$ cat src/rtl/tv80_alu_pkg.sv
// Shared definitions for the wide TV80 ALU: opcodes, flag bit positions, FSM states.
// The iterative MUL/DIV unit is built only when TV80_ALU_MULDIV_EN is defined.
package tv80_alu_pkg;

    typedef enum logic [3:0] {
        OP_ADD = 4'd0,
        OP_ADC = 4'd1,
        OP_SUB = 4'd2,
        OP_SBC = 4'd3,
        OP_AND = 4'd4,
        OP_XOR = 4'd5,
        OP_OR  = 4'd6,
        OP_CP  = 4'd7,
        OP_MUL = 4'd8,
        OP_DIV = 4'd9
    } alu_op_e;

    typedef enum logic [1:0] {
        IDLE = 2'd0,
        BUSY = 2'd1,
        DONE = 2'd2
    } alu_state_e;

    localparam int FLAG_C  = 0;
    localparam int FLAG_N  = 1;
    localparam int FLAG_PV = 2;
    localparam int FLAG_X  = 3;
    localparam int FLAG_H  = 4;
    localparam int FLAG_Y  = 5;
    localparam int FLAG_Z  = 6;
    localparam int FLAG_S  = 7;

    // Z80 P flag: set when the number of ones is even (zero-extended input).
    function automatic logic parity_even(input logic [31:0] v);
        return ~^v;
    endfunction

endpackage

$ cat src/rtl/tv80_alu_muldiv_iter.sv
// Iterative unsigned multiply (shift-add) / divide (restoring), one bit per cycle.
// Instantiated by tv80_alu_wide only when TV80_ALU_MULDIV_EN is defined.
module tv80_alu_muldiv_iter #(
    parameter int W       = 8,
    parameter int MD_CNTW = 6
) (
    input  logic         clk,
    input  logic         reset_n,
    input  logic         start,
    input  logic         mode_div,
    input  logic [W-1:0] a,
    input  logic [W-1:0] b,
    output logic         done,
    output logic [W-1:0] res_lo,
    output logic [W-1:0] res_hi,
    output logic         is_div
);
    import tv80_alu_pkg::*;

    localparam logic [MD_CNTW-1:0] CNT_LAST = MD_CNTW'(W - 1);

    logic [2*W-1:0]     acc_reg;
    logic [W-1:0]       opb_reg;
    logic [MD_CNTW-1:0] cnt_reg;
    logic               run_reg;
    logic               div_reg;

    logic [W:0]         add_sum;
    logic [W:0]         rem_sh;
    logic [W:0]         trial;
    logic [2*W-1:0]     acc_step;

    // Accumulator is {high, low}: product-high/multiplier for MUL, remainder/quotient for DIV.
    always_comb begin
        add_sum  = {1'b0, acc_reg[2*W-1:W]} + (acc_reg[0] ? {1'b0, opb_reg} : '0);
        rem_sh   = {acc_reg[2*W-1:W], acc_reg[W-1]};
        trial    = rem_sh - {1'b0, opb_reg};
        acc_step = {add_sum, acc_reg[W-1:1]};
        if (div_reg) begin
            if (trial[W])
                acc_step = {rem_sh[W-1:0], acc_reg[W-2:0], 1'b0};
            else
                acc_step = {trial[W-1:0], acc_reg[W-2:0], 1'b1};
        end
    end

    always_ff @(posedge clk or negedge reset_n) begin
        if (!reset_n) begin
            acc_reg <= '0;
            opb_reg <= '0;
            cnt_reg <= '0;
            run_reg <= 1'b0;
            div_reg <= 1'b0;
        end else if (start) begin
            acc_reg <= {{W{1'b0}}, a};
            opb_reg <= b;
            cnt_reg <= '0;
            run_reg <= 1'b1;
            div_reg <= mode_div;
        end else if (run_reg) begin
            acc_reg <= acc_step;
            cnt_reg <= cnt_reg + 1'b1;
            if (done)
                run_reg <= 1'b0;
        end
    end

    // Results are the value of the final step, so the caller captures them on the done edge.
    assign done   = run_reg && (cnt_reg == CNT_LAST);
    assign res_lo = acc_step[W-1:0];
    assign res_hi = acc_step[2*W-1:W];
    assign is_div = div_reg;

endmodule

$ cat src/rtl/tv80_alu_wide.sv
// W-bit TV80-style ALU with valid/ready request port and registered result/flags.
// Define TV80_ALU_MULDIV_EN to build iterative MUL/DIV; otherwise opcodes 8/9 act as NOP.
module tv80_alu_wide
    import tv80_alu_pkg::*;
#(
    parameter int W       = 8,
    parameter int MD_CNTW = 6
) (
    input  logic         clk,
    input  logic         reset_n,
    input  logic         op_valid,
    output logic         op_ready,
    input  logic [3:0]   op,
    input  logic [W-1:0] op_a,
    input  logic [W-1:0] op_b,
    input  logic [7:0]   f_in,
    output logic         res_valid,
    input  logic         res_ready,
    output logic [W-1:0] res_q,
    output logic [W-1:0] res_q_hi,
    output logic [7:0]   f_out,
    output logic         busy
);

    alu_state_e   state_reg;
    alu_state_e   state_next;
    logic [W-1:0] res_q_reg;
    logic [W-1:0] res_hi_reg;
    logic [7:0]   f_reg;

    alu_op_e      op_e;
    logic         accept;
    logic         is_sub;
    logic         cin;
    logic [W-1:0] b_x;
    logic [W:0]   sum_full;
    logic [W-1:0] arith_q;
    logic         arith_c;
    logic         arith_h;
    logic         arith_v;
    logic [W-1:0] logic_q;

    logic [W-1:0] sc_q;
    logic [W-1:0] sc_hi;
    logic [7:0]   sc_f;

    logic         md_start;
    logic         md_done;
    logic [W-1:0] md_lo;
    logic [W-1:0] md_hi;
    logic         md_div;
    logic [7:0]   md_f;

    assign op_e   = alu_op_e'(op);
    assign accept = op_valid && op_ready;

    // Subtraction is a + ~b + ~borrow; carries are inverted afterwards to give borrows.
    assign is_sub   = (op_e == OP_SUB) || (op_e == OP_SBC) || (op_e == OP_CP);
    assign cin      = (op_e == OP_ADC) ? f_in[FLAG_C] :
                      (op_e == OP_SBC) ? ~f_in[FLAG_C] : is_sub;
    assign b_x      = is_sub ? ~op_b : op_b;
    assign sum_full = {1'b0, op_a} + {1'b0, b_x} + {{W{1'b0}}, cin};
    assign arith_q  = sum_full[W-1:0];
    assign arith_c  = sum_full[W] ^ is_sub;
    // Carry into a bit is recovered as sum ^ a ^ b at that bit.
    assign arith_h  = (sum_full[4] ^ op_a[4] ^ b_x[4]) ^ is_sub;
    assign arith_v  = sum_full[W] ^ (sum_full[W-1] ^ op_a[W-1] ^ b_x[W-1]);

    always_comb begin
        logic_q = op_a | op_b;
        if (op_e == OP_AND)
            logic_q = op_a & op_b;
        else if (op_e == OP_XOR)
            logic_q = op_a ^ op_b;
    end

    always_comb begin
        sc_q  = op_a;
        sc_hi = '0;
        sc_f  = f_in;
        case (op_e)
            OP_ADD, OP_ADC, OP_SUB, OP_SBC: begin
                sc_q = arith_q;
                sc_f = {arith_q[W-1], ~|arith_q, arith_q[5], arith_h,
                        arith_q[3], arith_v, is_sub, arith_c};
            end
            OP_CP: begin
                sc_f = {arith_q[W-1], ~|arith_q, op_b[5], arith_h,
                        op_b[3], arith_v, 1'b1, arith_c};
            end
            OP_AND, OP_XOR, OP_OR: begin
                sc_q = logic_q;
                sc_f = {logic_q[W-1], ~|logic_q, logic_q[5], op_e == OP_AND,
                        logic_q[3], parity_even(32'(logic_q)), 1'b0, 1'b0};
            end
`ifdef TV80_ALU_MULDIV_EN
            // Only divide-by-zero takes this path; non-zero divisors go to the iterative unit.
            OP_DIV: begin
                sc_q  = '1;
                sc_hi = op_a;
                sc_f  = {1'b1, 1'b0, 1'b1, 1'b0, 1'b1, 1'b0, 1'b0, 1'b1};
            end
`endif
            default: ;
        endcase
    end

`ifdef TV80_ALU_MULDIV_EN
    assign md_start = accept && ((op_e == OP_MUL) || ((op_e == OP_DIV) && (op_b != '0)));

    tv80_alu_muldiv_iter #(
        .W       (W),
        .MD_CNTW (MD_CNTW)
    ) u_muldiv (
        .clk      (clk),
        .reset_n  (reset_n),
        .start    (md_start),
        .mode_div (op_e == OP_DIV),
        .a        (op_a),
        .b        (op_b),
        .done     (md_done),
        .res_lo   (md_lo),
        .res_hi   (md_hi),
        .is_div   (md_div)
    );
`else
    assign md_start = 1'b0;
    assign md_done  = 1'b0;
    assign md_lo    = '0;
    assign md_hi    = '0;
    assign md_div   = 1'b0;
`endif

    always_comb begin
        md_f = {md_hi[W-1], ~|{md_hi, md_lo}, md_lo[5], 1'b0,
                md_lo[3], |md_hi, 1'b0, |md_hi};
        if (md_div)
            md_f = {md_lo[W-1], ~|md_lo, md_lo[5], 1'b0, md_lo[3], 1'b0, 1'b0, 1'b0};
    end

    always_comb begin
        state_next = state_reg;
        case (state_reg)
            IDLE:    if (accept) state_next = md_start ? BUSY : DONE;
            BUSY:    if (md_done) state_next = DONE;
            DONE:    if (res_ready) state_next = IDLE;
            default: state_next = IDLE;
        endcase
    end

    always_ff @(posedge clk or negedge reset_n) begin
        if (!reset_n) begin
            state_reg  <= IDLE;
            res_q_reg  <= '0;
            res_hi_reg <= '0;
            f_reg      <= '0;
        end else begin
            state_reg <= state_next;
            if (accept && !md_start) begin
                res_q_reg  <= sc_q;
                res_hi_reg <= sc_hi;
                f_reg      <= sc_f;
            end else if (md_done) begin
                res_q_reg  <= md_lo;
                res_hi_reg <= md_hi;
                f_reg      <= md_f;
            end
        end
    end

    assign op_ready  = (state_reg == IDLE);
    assign busy      = (state_reg == BUSY);
    assign res_valid = (state_reg == DONE);
    assign res_q     = res_q_reg;
    assign res_q_hi  = res_hi_reg;
    assign f_out     = f_reg;

endmodule

$ cat config.mk
export PLATFORM = sky130hd
export DESIGN_NAME = tv80_alu_wide
export DESIGN_NICKNAME = d
export VERILOG_FILES = /design/src/rtl/tv80_alu_pkg.sv /design/src/rtl/tv80_alu_muldiv_iter.sv /design/src/rtl/tv80_alu_wide.sv
export SDC_FILE = /design/constraint.sdc
export NUM_CORES = 1
export LEC_CHECK = 0
export BUFFER_PORTS_ARGS = -buffer_cell sky130_fd_sc_hd__clkbuf_2
export CAP_MARGIN = 10
export CORE_ASPECT_RATIO = 1.5
export CORE_MARGIN = 2
export CORE_UTILIZATION = 40
export CTS_CLUSTER_SIZE = 30
export DETAILED_ROUTE_END_ITERATION = 7
export GPL_TIMING_DRIVEN = 0
export SYNTH_ARGS = -nofsm -noshare
export SYNTH_HDL_FRONTEND = slang
export SYNTH_SLANG_ARGS = --single-unit
$ cat constraint.sdc
create_clock -name clk -period 1.8 [get_ports clk]
set_input_delay 0.36 -clock clk [delete_from_list [all_inputs] [get_ports clk]]
set_output_delay 0.36 -clock clk [all_outputs]
set_load 0.02 [all_outputs]
== After elaboration in Yosys (flattened, before gate mapping) ==
Cells that the tools add are included.

* Register bits after elaboration: 18
* Bits of input ports: 32
* Output and inout port bits: 27
* Word-level logic and storage cells: 52

* Add/subtract/negate cells: 2
* Eq/ne operators: 11
* Multiplexer cells: 10
* Bitwise gates (word level): 13
* Reductions and logical operators: 13

{| class="wikitable"
|+ Operators with widths
! cell !! count
|-
| $reduce_xnor A32 Y1 || 1
|-
| $mux W8 || 3
|-
| $pmux W8 S3 || 1
|-
| $eq A4 B3 Y1 const B || 4
|-
| $pmux W8 S2 || 1
|-
| $reduce_or A8 Y1 || 2
|-
| $add A8 B8 Y9 || 1
|-
| $add A9 B1 Y9 || 1
|-
| $and A8 B8 Y8 || 1
|-
| $eq A4 B2 Y1 const B || 2
|-
| $not A8 Y8 || 1
|-
| $or A8 B8 Y8 || 1
|-
| $xor A8 B8 Y8 || 1
|-
| $xor A1 B1 Y1 || 7
|-
| $pmux W2 S3 || 1
|-
| $eq A4 B1 Y1 const B || 1
|-
| $logic_not A4 Y1 || 1
|-
| $mux W2 || 2
|-
| $ne A2 B1 Y1 const B || 2
|-
| $reduce_or A4 Y1 || 1
|-
| $reduce_and A3 Y1 || 1
|-
| $reduce_or A3 Y1 || 1
|-
| $eq A2 B1 Y1 const B || 1
|-
| $eq A2 B2 Y1 const B || 1
|-
| other kinds (6) || 10
|}

== Longest topological paths before layout ==
* Word-level depth: 10
* Depth in mapped cells: 13
* Depth with buffers taken out: 13

== Least setup slack after synthesis ==
OpenSTA, ideal clock, no wires.

* Path kind: input -> register
* Start: in op[2]
* End: reg f_reg[6] (netlist: f_out[6])
* Library setup time: 0.076 ns
* Arrival time: 3.194 ns
* Data required time: 1.724 ns
* Slack: -1.470 ns
* Stages: 12
* Buffers on the path: 1
* Cells stage by stage: inv_2 > o211ai_1 > buf_1 > xnor2_1 > fa_1 > fa_1 > a21oi_1 > o21ai_0 > a211oi_1 > nor2_1 > or4b_1 > o21ai_1

* Longest elaborated chain between the ends: 9
* Elaborated cells between the ends (all ways): 24
* Classes of those cells: add/sub: 2; eq/ne: 7; mux: 6; reduce/logical: 9

{| class="wikitable"
|+ RTL lines
! what !! line !! text
|-
| start: declaration || tv80_alu_wide.sv:13 || <nowiki>input logic [3:0] op,</nowiki>
|-
| $eq A4 B2 Y1 (on tied branches) || tv80_alu_wide.sv:58, tv80_alu_wide.sv:81, tv80_alu_wide.sv:60 ||
|-
| $logic_or A1 B1 Y1 (2 in a row) || tv80_alu_wide.sv:58 || <nowiki>assign is_sub = (op_e == OP_SUB) || (op_e == OP_SBC) || (op_e == OP_CP);</nowiki>
|-
| $mux W8 or $mux W1 (tied branches) || tv80_alu_wide.sv:61, tv80_alu_wide.sv:60 ||
|-
| $add A8 B8 Y9 or $mux W1 (tied branches) || tv80_alu_wide.sv:62, tv80_alu_wide.sv:59 ||
|-
| $add A9 B1 Y9 || tv80_alu_wide.sv:62 || <nowiki>assign sum_full = {1'b0, op_a} + {1'b0, b_x} + {{W{1'b0}}, cin};</nowiki>
|-
| $reduce_or A8 Y1 || tv80_alu_wide.sv:84, tv80_alu_wide.sv:88 ||
|-
| $logic_not A1 Y1 || tv80_alu_wide.sv:84, tv80_alu_wide.sv:88 ||
|-
| $pmux W8 S3 * || tv80_alu_wide.sv:81 || <nowiki>case (op_e)</nowiki>
|-
| end signal: assignment || tv80_alu_wide.sv:166 || <nowiki>f_reg <= md_f;</nowiki>
|-
| end: declaration || tv80_alu_wide.sv:29 || <nowiki>logic [7:0] f_reg;</nowiki>
|}

Every way passes the cells marked *; elsewhere a longest branch is shown, timed or not.
A chain may end at the register's enable or synchronous reset.

== Worst setup path after layout ==
Same ends and word-level chain as after synthesis.

==> summary.md <==
| Metric | Value |
|---|---|
| Status | `complete, but fails checks` |
| Failing checks | `setup timing` |
| Post-route ant nets | `0` |
| Max-slew violation count | `0` |
| Gp weighted congestion | `0.923` |
| Synth top area cells | `dfrtp_1, ha_1, xnor2_1` |
| CP peak stage delay | `0.51 ns` |
| CP Cell Sequence | `clkbuf_16 > inv_12 > o211ai_1 > buf_6 > xnor2_4 > fa_2 > fa_2 > a21oi_4 > o21ai_2 > a211oi_2 > nor2_2 > or4b_1 > o21ai_1` |
| CTS Root Cell | `clkbuf_8` |
| Peak supply drop | `0.000267 V` |
| CORE AREA | `4810 um2` |
| DRT Pass-1 Iters | `4` |
| Initial Util | `41.6%` |
| Hold slack | `0.0271 ns` |
| Area growth from synthesis to layout | `41.0%` |
| Sequential fraction of the synthesis area | `21.3%` |
| Ys Warns | `0` |
| FF+latch count, synth | `17` |
| Critical path's most frequent cell | `fa_2` |
| Total track usage | `20.0%` |
| Fraction of registers with async set/reset | `100%` |
| RSZ-0062 raised after global routing | `yes` |
| Maximum fanout along the worst path | `4` |
| Initial antenna violation count | `0` |
| Average wire per standard cell | `13.4 um` |
| Crit Reg-Reg Endpoint | `f_out[6]$_DFFE_PN0P_` |
| 1st-iter DRT viols | `68` |
| Clk_skew | `0.00395 ns` |
| CP required | `1.98 ns` |
| Most instantiated library cell after synthesis | `nand2_1` |
| Port Buffers | `49` |
| Syn_area_per_cell | `8.14 um2` |
| Reg2reg start | `state_reg[1]$_DFFE_PN0P_` |
| Share of post-route cells with drive strength above 1 | `40.5%` |
| Minimum clock period | `2.78 ns` |
| Critical path startpoint category | `input port` |
| Drt drc | `0` |
| Hold WC Path Type | `in2async` |
| Fmax | `0.359 GHz` |
| TritonCTS Sinks | `17` |
| R2r setup slk | `0.16 ns` |
| Setup TNS | `-10.31 ns` |
| TritonCTS buffer count | `3` |
| Final nets | `388` |
| Slew margin rel. | `43.1%` |
| Hold Violations, Final | `0` |
| Worst setup margin | `-0.985 ns` |
| H-tree depth | `1` |
| Routed wire length | `5250 um` |
| CTS tree | `done` |
| HPWL Detailed | `4220 um` |
| Worst Tran Pin Value | `0.850 ns` |
| Static Leak | `1.39 nW` |
| Final Setup Violations | `14` |
| Die area | `5600 um2` |
| Pin count of the biggest net entering global routing | `18` |
| Routed vias | `1937` |
| Synthesized area | `2000 um2` |
| Max Cap Violations | `0` |
| Clock Latency Late Sink | `0.25 ns` |
| Die width | `61.8 um` |
| IO Count | `59` |
| Vias/cell | `4.94` |
| Setup crit end kind | `flip-flop` |
| Die height | `90.6 um` |
| R2R cell count | `6` |
| Post-synth top area cell | `dfrtp_1` |
| Main synth FF type | `dfrtp_1` |
| CTS Buffer Depth | `2` |
| # rows | `31` |
| Vias in the first global route | `1925` |
| Worst setup path class | `in2reg` |
| Post-synth EDFFs | `0` |
| Area fraction of the dominant cell type after synthesis | `21.3%` |
| Fin crit share | `155%` |
| Commonest cells post-synth | `nand2_1, ha_1, inv_1, nor2_1` |
| Hold_buf cts | `0` |
| Cell variety after synth | `44` |
| Clock-pin transition on the worst setup and hold timing paths | `0.06 ns` |
| Slowest CP cell | `or4b_1` |
| Post-synthesis cell count | `246` |
| First-pass GRT wire length | `8670 um` |
| PwrDens | `699 nW/um2` |
| Arrival @ worst endpoint | `2.96 ns` |
| # diodes | `0` |
| GRT overflow | `0` |
critical path: cells and delay by family:
family | cells | cell delay [ns]
buf+inv | 3 | 0.33
compound gates | 5 | 0.80
fa+ha+maj | 2 | 0.80
xor+xnor | 1 | 0.06
simple gates | 2 | 0.59
routing by layer:
layer	GRT usage (%)	vias to the layer above	share of wire, %
li1	-	998	-
met1	24.4	866	40
met2	34.4	62	53
met3	1.00	11	4.2
met4	8.87	0	2.4
met5	0	-	0
kinds of logic (layout without fill, tap and decap cells):
group | after synthesis | in the layout | synth area share [%]
DFF | 17 | 17 | 21.3
and+or+nand+nor | 60 | 60 | 12.8
xor gates and xnor gates | 20 | 20 | 9.44
other | 1 | 9 | 0.187
AOI/OAI and AO/OA | 69 | 69 | 23.0
buffers and inverters | 41 | 113 | 9.38
muxes | 9 | 9 | 5.06
adders and majority gates | 29 | 29 | 18.9
report_power, final:
part / switching, mW / internal [mW] / leakage (nW)
logic: 0.652 / 0.520 / 1.16
clock network: 0.121 / 0.157 / 0.0228
registers: 0.0483 / 0.477 / 0.203
cell type report:
type	instances	area [um2]
fill	487	1990
clock buffer	4	45.0
timing repair buffer	68	420
inverter	23	104
tap	66	82.6
sequential	17	425
multi-input combinational	196	1620
buffer	18	121
worst max path at each step:
stage / depth (start not counted) / slack, ns / from / to
after global placement: 13 / -1.60 / op[2] / f_out[0]$_DFFE_PN0P_
after CTS: 13 / -0.99 / op[2] / f_out[6]$_DFFE_PN0P_
final: 13 / -0.98 / op[2] / f_out[6]$_DFFE_PN0P_
after floorplan: 12 / -1.04 / op[2] / f_out[6]$_DFFE_PN0P_
after global routing: 13 / -1.08 / op[2] / f_out[6]$_DFFE_PN0P_
after detailed placement: 13 / -1.64 / op[2] / f_out[0]$_DFFE_PN0P_
repair_timing:
action,4_1_cts,5_1_grt
gates resized for setup,31,21
buffers inserted,13,7
setup endpoints to repair,15,15
pin swaps,17,21
layout by cell type, fill, tap and decap left out, types with 3 or more instances in the layout:
master	count
o211ai_1	3
a21oi_2	4
nand2_1	29
conb_1	9
nor2_2	3
xor2_1	3
buf_6	3
dfrtp_1	17
ha_1	26
a21oi_1	5
clkbuf_8	4
nor2_1	16
o21ai_0	7
a221oi_2	4
clkbuf_1	6
o21ai_1	18
mux2_2	8
o31ai_1	3
xnor2_1	11
inv_1	20
o21a_1	3
xnor2_2	4
buf_4	28
a21oi_4	3
clkbuf_2	47
metrics by stage:
step	total power, mW	cells	worst slack, ns	cell area (um2)	utilization, %
after floorplan	1.20	254	-1.04	2080	-
after global placement	1.48	369	-1.60	2400	50.0
after detailed placement	1.49	369	-1.64	2400	50.0
after CTS	1.91	386	-0.990	2700	56.2
after global routing	2.13	392	-1.08	2820	58.7
final	1.97	392	-0.985	2820	58.7
No activity file was read; power rests on OpenSTA's default activity.
